## config.mk

```make
export PLATFORM = sky130hd
export DESIGN_NAME = fetch_queue
export DESIGN_NICKNAME = d
export VERILOG_FILES = /design/src/rtl/fetch_queue_pkg.sv /design/src/rtl/fetch_queue_fifo.sv /design/src/rtl/fetch_queue.sv
export SDC_FILE = /design/constraint.sdc
export NUM_CORES = 1
export LEC_CHECK = 0
export CAP_MARGIN = 25
export CORE_MARGIN = 4
export CORE_UTILIZATION = 55
export DETAILED_ROUTE_END_ITERATION = 12
export PLACE_DENSITY = 0.92
export SLEW_MARGIN = 30
export SYNTH_ARGS = -nofsm -noshare
export SYNTH_HDL_FRONTEND = slang
export SYNTH_HIERARCHICAL = 1
export SYNTH_SLANG_ARGS = --single-unit
```

## constraint.sdc

```tcl
create_clock -name clk -period 4.5 [get_ports clk]
set_input_delay 0.45 -clock clk [delete_from_list [all_inputs] [get_ports clk]]
set_output_delay 0.45 -clock clk [all_outputs]
set_load 0.01 [all_outputs]
```

## src/rtl/fetch_queue_pkg.sv

```systemverilog
// Shared types for the instruction fetch front end (fetch_queue / fetch_fifo).
// Optional same-cycle response bypass is enabled by defining FETCH_BYPASS_EN.
package fetch_queue_pkg;

  localparam int FETCH_DEPTH = 4;

  typedef logic [31:0] word_t;

  typedef struct packed {
    word_t pc;
    word_t instr;
  } fetch_entry_t;

endpackage

```

## src/rtl/fetch_queue_fifo.sv

```systemverilog
// Synchronous FIFO of fetch entries; flush beats push/pop, pop on empty and push on full are ignored.
// Head is shown combinationally; a write is visible the cycle after the push.
module fetch_fifo
  import fetch_queue_pkg::*;
#(
  parameter int DEPTH = FETCH_DEPTH
) (
  input  logic                         clk,
  input  logic                         rst_n,
  input  logic                         i_push,
  input  fetch_entry_t                 i_push_dat,
  input  logic                         i_pop,
  input  logic                         i_flush,
  output fetch_entry_t                 o_head,
  output logic                         o_full,
  output logic                         o_empty,
  output logic [$clog2(DEPTH+1)-1:0]   o_count
);

  localparam int CW = $clog2(DEPTH + 1);
  localparam int AW = $clog2(DEPTH);

  fetch_entry_t   r_mem [DEPTH];
  logic [AW-1:0]  r_rd;
  logic [AW-1:0]  r_wr;
  logic [CW-1:0]  r_cnt;
  logic           w_push;
  logic           w_pop;

  assign o_empty = (r_cnt == '0);
  assign o_full  = (r_cnt == CW'(DEPTH));
  assign o_count = r_cnt;
  assign o_head  = r_mem[r_rd];
  assign w_pop   = i_pop && !o_empty;
  assign w_push  = i_push && (!o_full || w_pop);

  always_ff @(posedge clk or negedge rst_n) begin
    if (!rst_n) begin
      r_rd  <= '0;
      r_wr  <= '0;
      r_cnt <= '0;
    end else if (i_flush) begin
      r_rd  <= '0;
      r_wr  <= '0;
      r_cnt <= '0;
    end else begin
      if (w_push) r_wr <= r_wr + AW'(1);
      if (w_pop)  r_rd <= r_rd + AW'(1);
      r_cnt <= r_cnt + CW'(w_push) - CW'(w_pop);
    end
  end

  // Storage needs no reset: the count gates every read.
  always_ff @(posedge clk) begin
    if (w_push && !i_flush) r_mem[r_wr] <= i_push_dat;
  end

endmodule

```

## src/rtl/fetch_queue.sv

```systemverilog
// Fetch PC, request issue, in-order response tracking and redirect squashing in front of fetch_fifo.
// Define FETCH_BYPASS_EN to let a response reach instr_out in its arrival cycle when the queue is empty.
module fetch_queue
  import fetch_queue_pkg::*;
#(
  parameter int              XLEN     = 32,
  parameter int              DEPTH    = FETCH_DEPTH,
  parameter logic [XLEN-1:0] RESET_PC = '0
) (
  input  logic            clk,
  input  logic            reset,
  output logic            imem_req_valid,
  input  logic            imem_req_ready,
  output logic [XLEN-1:0] imem_req_addr,
  input  logic            imem_rsp_valid,
  input  logic [XLEN-1:0] imem_rsp_data,
  input  logic            redirect_valid,
  input  logic [XLEN-1:0] redirect_pc,
  input  logic            stall,
  output logic            instr_valid,
  output logic [XLEN-1:0] instr_out,
  output logic [XLEN-1:0] pc_out,
  output logic [XLEN-1:0] pcplus4_out
);

  localparam int            CW    = $clog2(DEPTH + 1);
  localparam logic [CW:0]   LIMIT = (CW + 1)'(DEPTH);

  logic [XLEN-1:0] r_fetch_pc;
  logic [XLEN-1:0] r_rsp_pc;
  logic [CW-1:0]   r_inflight;
  logic [CW-1:0]   r_discard;
  logic [CW-1:0]   w_occ;
  logic [CW:0]     w_used;
  logic            w_fire;
  logic            w_rsp;
  logic            w_rsp_keep;
  logic            w_byp;
  logic            w_push;
  logic            w_pop;
  logic            w_empty;
  logic            w_full;
  fetch_entry_t    w_head;
  fetch_entry_t    w_rsp_entry;
  fetch_entry_t    w_out;

  // Queued entries plus outstanding requests bound the issue window.
  assign w_used         = {1'b0, w_occ} + {1'b0, r_inflight};
  assign imem_req_valid = reset && !redirect_valid && (w_used < LIMIT);
  assign imem_req_addr  = reset ? r_fetch_pc : '0;
  assign w_fire         = imem_req_valid && imem_req_ready;

  assign w_rsp       = imem_rsp_valid && (r_inflight != '0);
  assign w_rsp_keep  = w_rsp && (r_discard == '0) && !redirect_valid;
  assign w_rsp_entry = '{pc: r_rsp_pc, instr: imem_rsp_data};

`ifdef FETCH_BYPASS_EN
  assign w_byp = w_rsp_keep && w_empty;
`else
  assign w_byp = 1'b0;
`endif

  assign instr_valid = !redirect_valid && (!w_empty || w_byp);
  assign w_out       = w_byp ? w_rsp_entry : w_head;
  assign instr_out   = instr_valid ? w_out.instr : '0;
  assign pc_out      = instr_valid ? w_out.pc : '0;
  assign pcplus4_out = instr_valid ? w_out.pc + word_t'(1) : '0;

  assign w_pop  = instr_valid && !stall && !w_byp;
  assign w_push = w_rsp_keep && !(w_byp && !stall) && (!w_full || w_pop);

  fetch_fifo #(
    .DEPTH (DEPTH)
  ) u_fifo (
    .clk        (clk),
    .rst_n      (reset),
    .i_push     (w_push),
    .i_push_dat (w_rsp_entry),
    .i_pop      (w_pop),
    .i_flush    (redirect_valid),
    .o_head     (w_head),
    .o_full     (w_full),
    .o_empty    (w_empty),
    .o_count    (w_occ)
  );

  always_ff @(posedge clk or negedge reset) begin
    if (!reset) begin
      r_fetch_pc <= RESET_PC;
      r_rsp_pc   <= RESET_PC;
      r_inflight <= '0;
      r_discard  <= '0;
    end else begin
      r_inflight <= r_inflight + CW'(w_fire) - CW'(w_rsp);
      if (redirect_valid) begin
        r_fetch_pc <= redirect_pc;
        r_rsp_pc   <= redirect_pc;
        // A response landing with the redirect is already squashed here.
        r_discard  <= r_inflight - CW'(w_rsp);
      end else begin
        if (w_fire)          r_fetch_pc <= r_fetch_pc + XLEN'(1);
        if (w_rsp_keep)      r_rsp_pc   <= r_rsp_pc + XLEN'(1);
        else if (w_rsp)      r_discard  <= r_discard - CW'(1);
      end
    end
  end

endmodule
```

==> results.ini <==
[outcome]
status=finished, final reports clean

[route]
vias=10100
viasPerCell=6.13
dr.pass1.iters=5
wire_per_inst_um=22.6
drc_errors=0
ant_nets=0
dr.first_iter.drc_count=1211
routed_wl_um=37400

[clock_tree]
cts.path.max_buffers=3
clockRootBuffer=clkbuf_16
cts-htree-levels=2
cts_made_buffers=34
cts_tree=done
path_clk_slew_ns=0.06
clock_sinks=333
clk_latency_ns=0.51

[synth]
synth_edf_count=256
ys_types=57
synth.avg_cell_area_sq_um=14.5
synthArstFlopShare=0.231
synthFlopType=edfxtp_1
ys_ff_latch=333
syn-cell-area_sq_um=15300
ys_warn_count=6
syn_inst=1053
yosysSeqAreaShare=0.630
syn_nets=1142

[worst_setup_path]
worstPathRequired_ns=4.05
critPathLaunchType=flop
rrSetupSlack_ns=1.13
cp-end-kind=primary output
cp_cell_sequence=buf_12, mux4_2, nand4_1, nor4_4, buf_4, nand2_2, or3_1, a21oi_1, clkdlybuf4s50_1
cp_max_fo=17
crit_slowest_cell=dfrtp_4
crit_path_max_incr_delay_ns=0.63
arrival_ns=3.78
path_class=reg -> out

[hold_path]
hold_path_class=in -> async

[timing]
setup_viol=0
worst_pin_slew_ns=0.847
rsz0062_at_grt=false
fin_skew_ns=0.0192
drv_slew=0
slew_headroom=0.435
finalSetupTns_ns=0
hold_violations=0
fmax_mhz=236
fin_crit_sh=0.940
post-route-min-period_ns=4.23

[layout]
final_cell_mix=256 x edfxtp_1, 197 x clkdlybuf4s50_1, 102 x and2_1, 75 x dfrtp_1, 64 x mux4_2
ff_latch_area_sq_um=9620
multiInputGateArea_sq_um=5260
final_nets=1344
n_fill_cell=1665
drive_gt1_frac=0.141
layout-area-overhead-vs-synth_pct=23.0
antenna_cells=0
final_common_cell=edfxtp_1

[floorplanning]
pin_count=200
core_area_sq_um=27100
start_util=0.563
die_x_um=175
die_h_um=175
rows=60
dieArea_sq_um=30500

[power_and_ir_drop]
ir_drop_mv=0.208
power_density_nw_per_um2=374
power.total_mw=7.03
power.leakage_nw=6.30

[place]
numPortBuffers=199
gp_congestion=0.848
dp_hpwl_um=24200

[global_route]
antenna_found_initial=0
grt_pass1_vias=10500
grt.overflow.total=0
grt_pass1_wl_um=58400
grt.total_usage=0.241
grt_max_degree=81

[flow_run]
drv_cap=0

state kept, by name, indices dropped and copies added, names as in the netlist:
register,flops
u_fifo/r_mem,256
r_fetch_pc,32
r_discard,3
u_fifo/r_wr,2
u_fifo/r_rd,2
r_rsp_pc,32
u_fifo/o_count,3
r_inflight,3
routing by layer:
| metal | GRT usage | vias to the layer above | share of wire | routed length [um] |
|---|---|---|---|---|
| met5 | 0 | - | 0 | 0 |
| met4 | 0.0655 | 0 | 0.028 | 1060 |
| met3 | 0.0500 | 88 | 0.098 | 3670 |
| met2 | 0.400 | 694 | 0.49 | 18200 |
| met1 | 0.329 | 4981 | 0.39 | 14500 |
| li1 | - | 4367 | - | - |
cell families (layout without fill, tap and decap cells):
kind of cell,Yosys count,in the layout,synth area share
DFF,333,333,0.630
adders and majority gates,19,19,0.0166
buffers and inverters,83,311,0.0258
xor gates and xnor gates,69,69,0.0396
AOI/OAI and AO/OA,92,92,0.0374
and+or+nand+nor,369,369,0.139
muxes,88,88,0.112
what timing repair did:
item | CTS | global route
endpoints found under the hold margin | 26 | 0
setup buffers | 0 | 1
hold buffers | 1 | 0
endpoints found under the setup margin | 3 | 4
cloned | 0 | 0
resized for setup | 2 | 1
cell type report:
| class | instances | area share |
|---|---|---|
| Clock buffer | 42 | 0.0503 |
| Clock inverter | 20 | 0.00880 |
| Inverter | 30 | 0.00600 |
| Multi-Input combinational cell | 637 | 0.280 |
| Sequential cell | 333 | 0.512 |
| Tap cell | 372 | 0.0248 |
| Timing Repair Buffer | 219 | 0.118 |
worst max-delay path: cells and delay by family, from the launching register on:
family | cells | cell delay (ns)
compound gates | 1 | 0.21
flops | 1 | 0.63
mux | 1 | 0.42
buf+inv | 3 | 1.03
simple gates | 4 | 0.96
synth_stat cells, drive strengths merged (8+ instances only):
master / n / area share
ha: 17 / 0.014
or3: 11 / 0.0045
o21ai: 36 / 0.012
and4: 12 / 0.0070
clkbuf: 31 / 0.0077
buf: 22 / 0.011
dfrtp: 77 / 0.13
xnor2: 36 / 0.021
inv: 30 / 0.0074
nand3: 35 / 0.012
mux4: 64 / 0.094
a21oi: 16 / 0.0052
and2: 107 / 0.044
mux2: 20 / 0.015
nand4: 36 / 0.015
nand2: 55 / 0.014
nor2: 49 / 0.012
o311ai: 8 / 0.0046
nor4: 9 / 0.0057
xor2: 33 / 0.019
o211ai: 12 / 0.0059
edfxtp: 256 / 0.50
and3: 9 / 0.0037
nor3: 26 / 0.012
metrics by stage:
| stage | cells | instance area [sq um] | setup WS, ns | util | hold slack, ns |
|---|---|---|---|---|---|
| global route | 1653 | 18800 | 0.124 | 0.693 | 0.458 |
| global placement | 1589 | 17600 | 0.645 | 0.650 | 0.404 |
| floorplan | 1053 | 15300 | 0.902 | - | 0.154 |
| finish | 1653 | 18800 | 0.270 | 0.693 | 0.407 |
| detailed placement | 1589 | 17600 | 0.497 | 0.650 | 0.406 |
| CTS | 1652 | 18800 | 0.0670 | 0.692 | 0.410 |
power breakdown:
group	switching (mW)	total (mW)	internal [mW]
clock	1.15	2.77	1.62
combinational	0.335	0.660	0.326
sequential	0.155	3.60	3.44
total	1.64	7.03	5.39
path summary, 6_finish.rpt:
| check | start | to | depth (start not counted) |
|---|---|---|---|
| worst max-delay path | u_fifo/r_rd[0] | pcplus4_out[26] | 9 |
| max in group asynchronous | reset | u_fifo/r_rd[1] | 3 |
| worst max register to register | u_fifo/o_count[1] | u_fifo/r_mem[2][34] | 8 |
| min in group clk | redirect_valid | u_fifo/o_count[2] | 2 |
| worst min register to register | r_inflight[0] | r_inflight[0] | 1 |
| worst min-delay path | reset | r_fetch_pc[10] | 2 |
Power figures use the tool's default switching activity.
==> patch: new RTL, same flow settings <==
Reset style: synchronous (`reset` and `rst_n`), changed in 2 clocked blocks.
--- a/src/rtl/fetch_queue_fifo.sv
+++ b/src/rtl/fetch_queue_fifo.sv
@@ -34,7 +34,7 @@
   assign w_pop   = i_pop && !o_empty;
   assign w_push  = i_push && (!o_full || w_pop);
 
-  always_ff @(posedge clk or negedge rst_n) begin
+  always_ff @(posedge clk) begin
     if (!rst_n) begin
       r_rd  <= '0;
       r_wr  <= '0;
--- a/src/rtl/fetch_queue.sv
+++ b/src/rtl/fetch_queue.sv
@@ -84,7 +84,7 @@
     .o_count    (w_occ)
   );
 
-  always_ff @(posedge clk or negedge reset) begin
+  always_ff @(posedge clk) begin
     if (!reset) begin
       r_fetch_pc <= RESET_PC;
       r_rsp_pc   <= RESET_PC;
Check against the original RTL: differs if reset is asserted again (counterexample within 4 cycles, from zero or initial values and one cycle with reset low); with reset held inactive, the same outputs for 4 cycles.
==> patch against the original RTL <==
Global-route usage shrank 0.40 points; cell area fell by 1.2%; power down 2.4%; sequential power decreased by 1%; area after synthesis decreased by 0.66%; sequential cell count increased by 2; clock skew rose by 7.1 ps; clock power fell by 4%; setup slack worse by 47 ps; via count rose by 0.88%; sequential share of layout area shrank 1.2 points; final cell count increased by 0.97%; routed wire length shrank 3.5%; combinational power decreased by 3%; critical endpoint is now pcplus4_out[31].
==> patch: results (changes against the original RTL) <==
Cells and area:
- The multi-input logic cell count is 684 (+7.4%).
- The final standard cell count with taps included and fillers excluded is 1669 (+0.97%).
- The register area came to 0.009274 sq mm (-3.6%).
- The clock buffer count in the final layout was 44 (+4.8%).
- The number of nets in the finished design is 1393 (+3.6%).
- The fraction of area in clock buffers and inverters came to 5.641% (-0.27 points).
- The share of cells above drive strength 1 was 12.58% (-1.6 points).
- The number of fillers in the final layout came to 1753 (+5.3%).
- The total of plain and repair buffers excluding clock buffers is 216 (-1.4%).
- The combined area of the multi-input logic cells came to 0.005503 sq mm (+4.6%).
- The fraction of area in non-clock buffers came to 11.70% (-0.055 points).

Place:
- The placed instance area is 0.01749 sq mm (-0.75%).
- The estimated wirelength of the detail-placed design is 24260 um (+0.39%).
- The final weighted congestion of routability-driven global placement is 0.8928 (+5.3%).
- The worst setup timing slack at the placement stage is 762.3 ps (+265.1 ps).

Floorplanning:
- The total number of tap cells was 341 (-8.3%).

GRT:
- The wire length of the first global-routing pass came to 57390 um (-1.8%).
- The overall routing resource usage is 23.68% (-0.40 points).

Worst setup path:
- The delay of the slowest cell on the worst path is 710 ps (+80 ps).
- The beginning of the worst register-to-register path is u_fifo/o_count[1].
- The family with the most delay on the worst path is simple AND/OR/NAND/NOR gates.
- The critical-path maximum fanout is 24 (+7).
- The worst path arrival time is 3830 ps (+50 ps).

Yosys:
- The synthesized net count is 1197 (+4.8%).
- Counting instances in the post-synthesis netlist gives the leading cell types as 256 x sky130_fd_sc_hd__edfxtp_1, 105 x sky130_fd_sc_hd__and2_1, 79 x sky130_fd_sc_hd__dfxtp_1.
- The number of synthesized register bits is 335 (+0.60%).
- Yosys attributes the largest share of cell area to sky130_fd_sc_hd__edfxtp_1 51%, sky130_fd_sc_hd__dfxtp_1 10%, sky130_fd_sc_hd__mux4_2 9.5%.
- The sequential fraction of the synthesis area was 61.14% (-1.9 points).
- The area fraction in compound gates after synthesis is 4.737% (+1.0 points).
- The number of distinct library cells after synthesis is 65 (+14%).

Pwr:
- The reported leakage power is 6.065 nW (-3.7%).
- The reported net switching power is 0.001590 W (-3.2%).
- The fraction of power spent switching nets is 23.19% (-0.18 points).
- The highest ir drop seen on vdd is 0.2173 mV (+4.5%).
- The clock network fraction of design power came to 38.9% (-0.5 points).
- The fraction of power consumed by sequential logic is 51.8% (+0.6 points).

STA:
- The worst-margin pin slew is 830.2 ps (-16.81 ps).

Outcome:
- The run finished with clean final reports.

Clock tree:
- The total of cells resized after clock tree synthesis is 0 (-2).

Routing:
- The detailed-route via count was 10220 (+0.88%).
- The number of iterations in the first detailed-routing pass is 7 (+2).
[patch: changes by cell type after synthesis, sizes merged, moves of 6 or more]
cell,before,now
a21boi,7,1
and4,12,5
a21oi,16,57
dfxtp,0,79
nand3,35,41
o21ai,36,45
nor2,49,62
mux2,20,4
dfrtp,77,0
o211ai,12,2
nor4,9,17
and3,9,16
[patch: worst min-delay path: cells and delay by family, from the launching register on]
family	cells	cell delay, ps
AOI/OAI and AO/OA	1	70
DFF	1	320
and+or+nand+nor	1	70
[patch: worst paths after layout]
| check | slack [ps] | endpoint | cells after the start |
|---|---|---|---|
| worst min register to register | 510 | u_fifo/r_rd[0] | 2 |
| worst max register to register | 1520 | u_fifo/o_count[2] | 12 |
| worst max-delay path | 220 | pcplus4_out[31] | 8 |
| worst min-delay path | 510 | u_fifo/r_rd[0] | 2 |
[patch: routing by layer]
metal	GRT usage, %	routed length [um]	vias to the layer above
li1	-	-	4553
met5	0	0	-
met4	5.510	787	0
met2	37.88	17170	613
met1	34.34	14850	4980
met3	4.306	3273	73
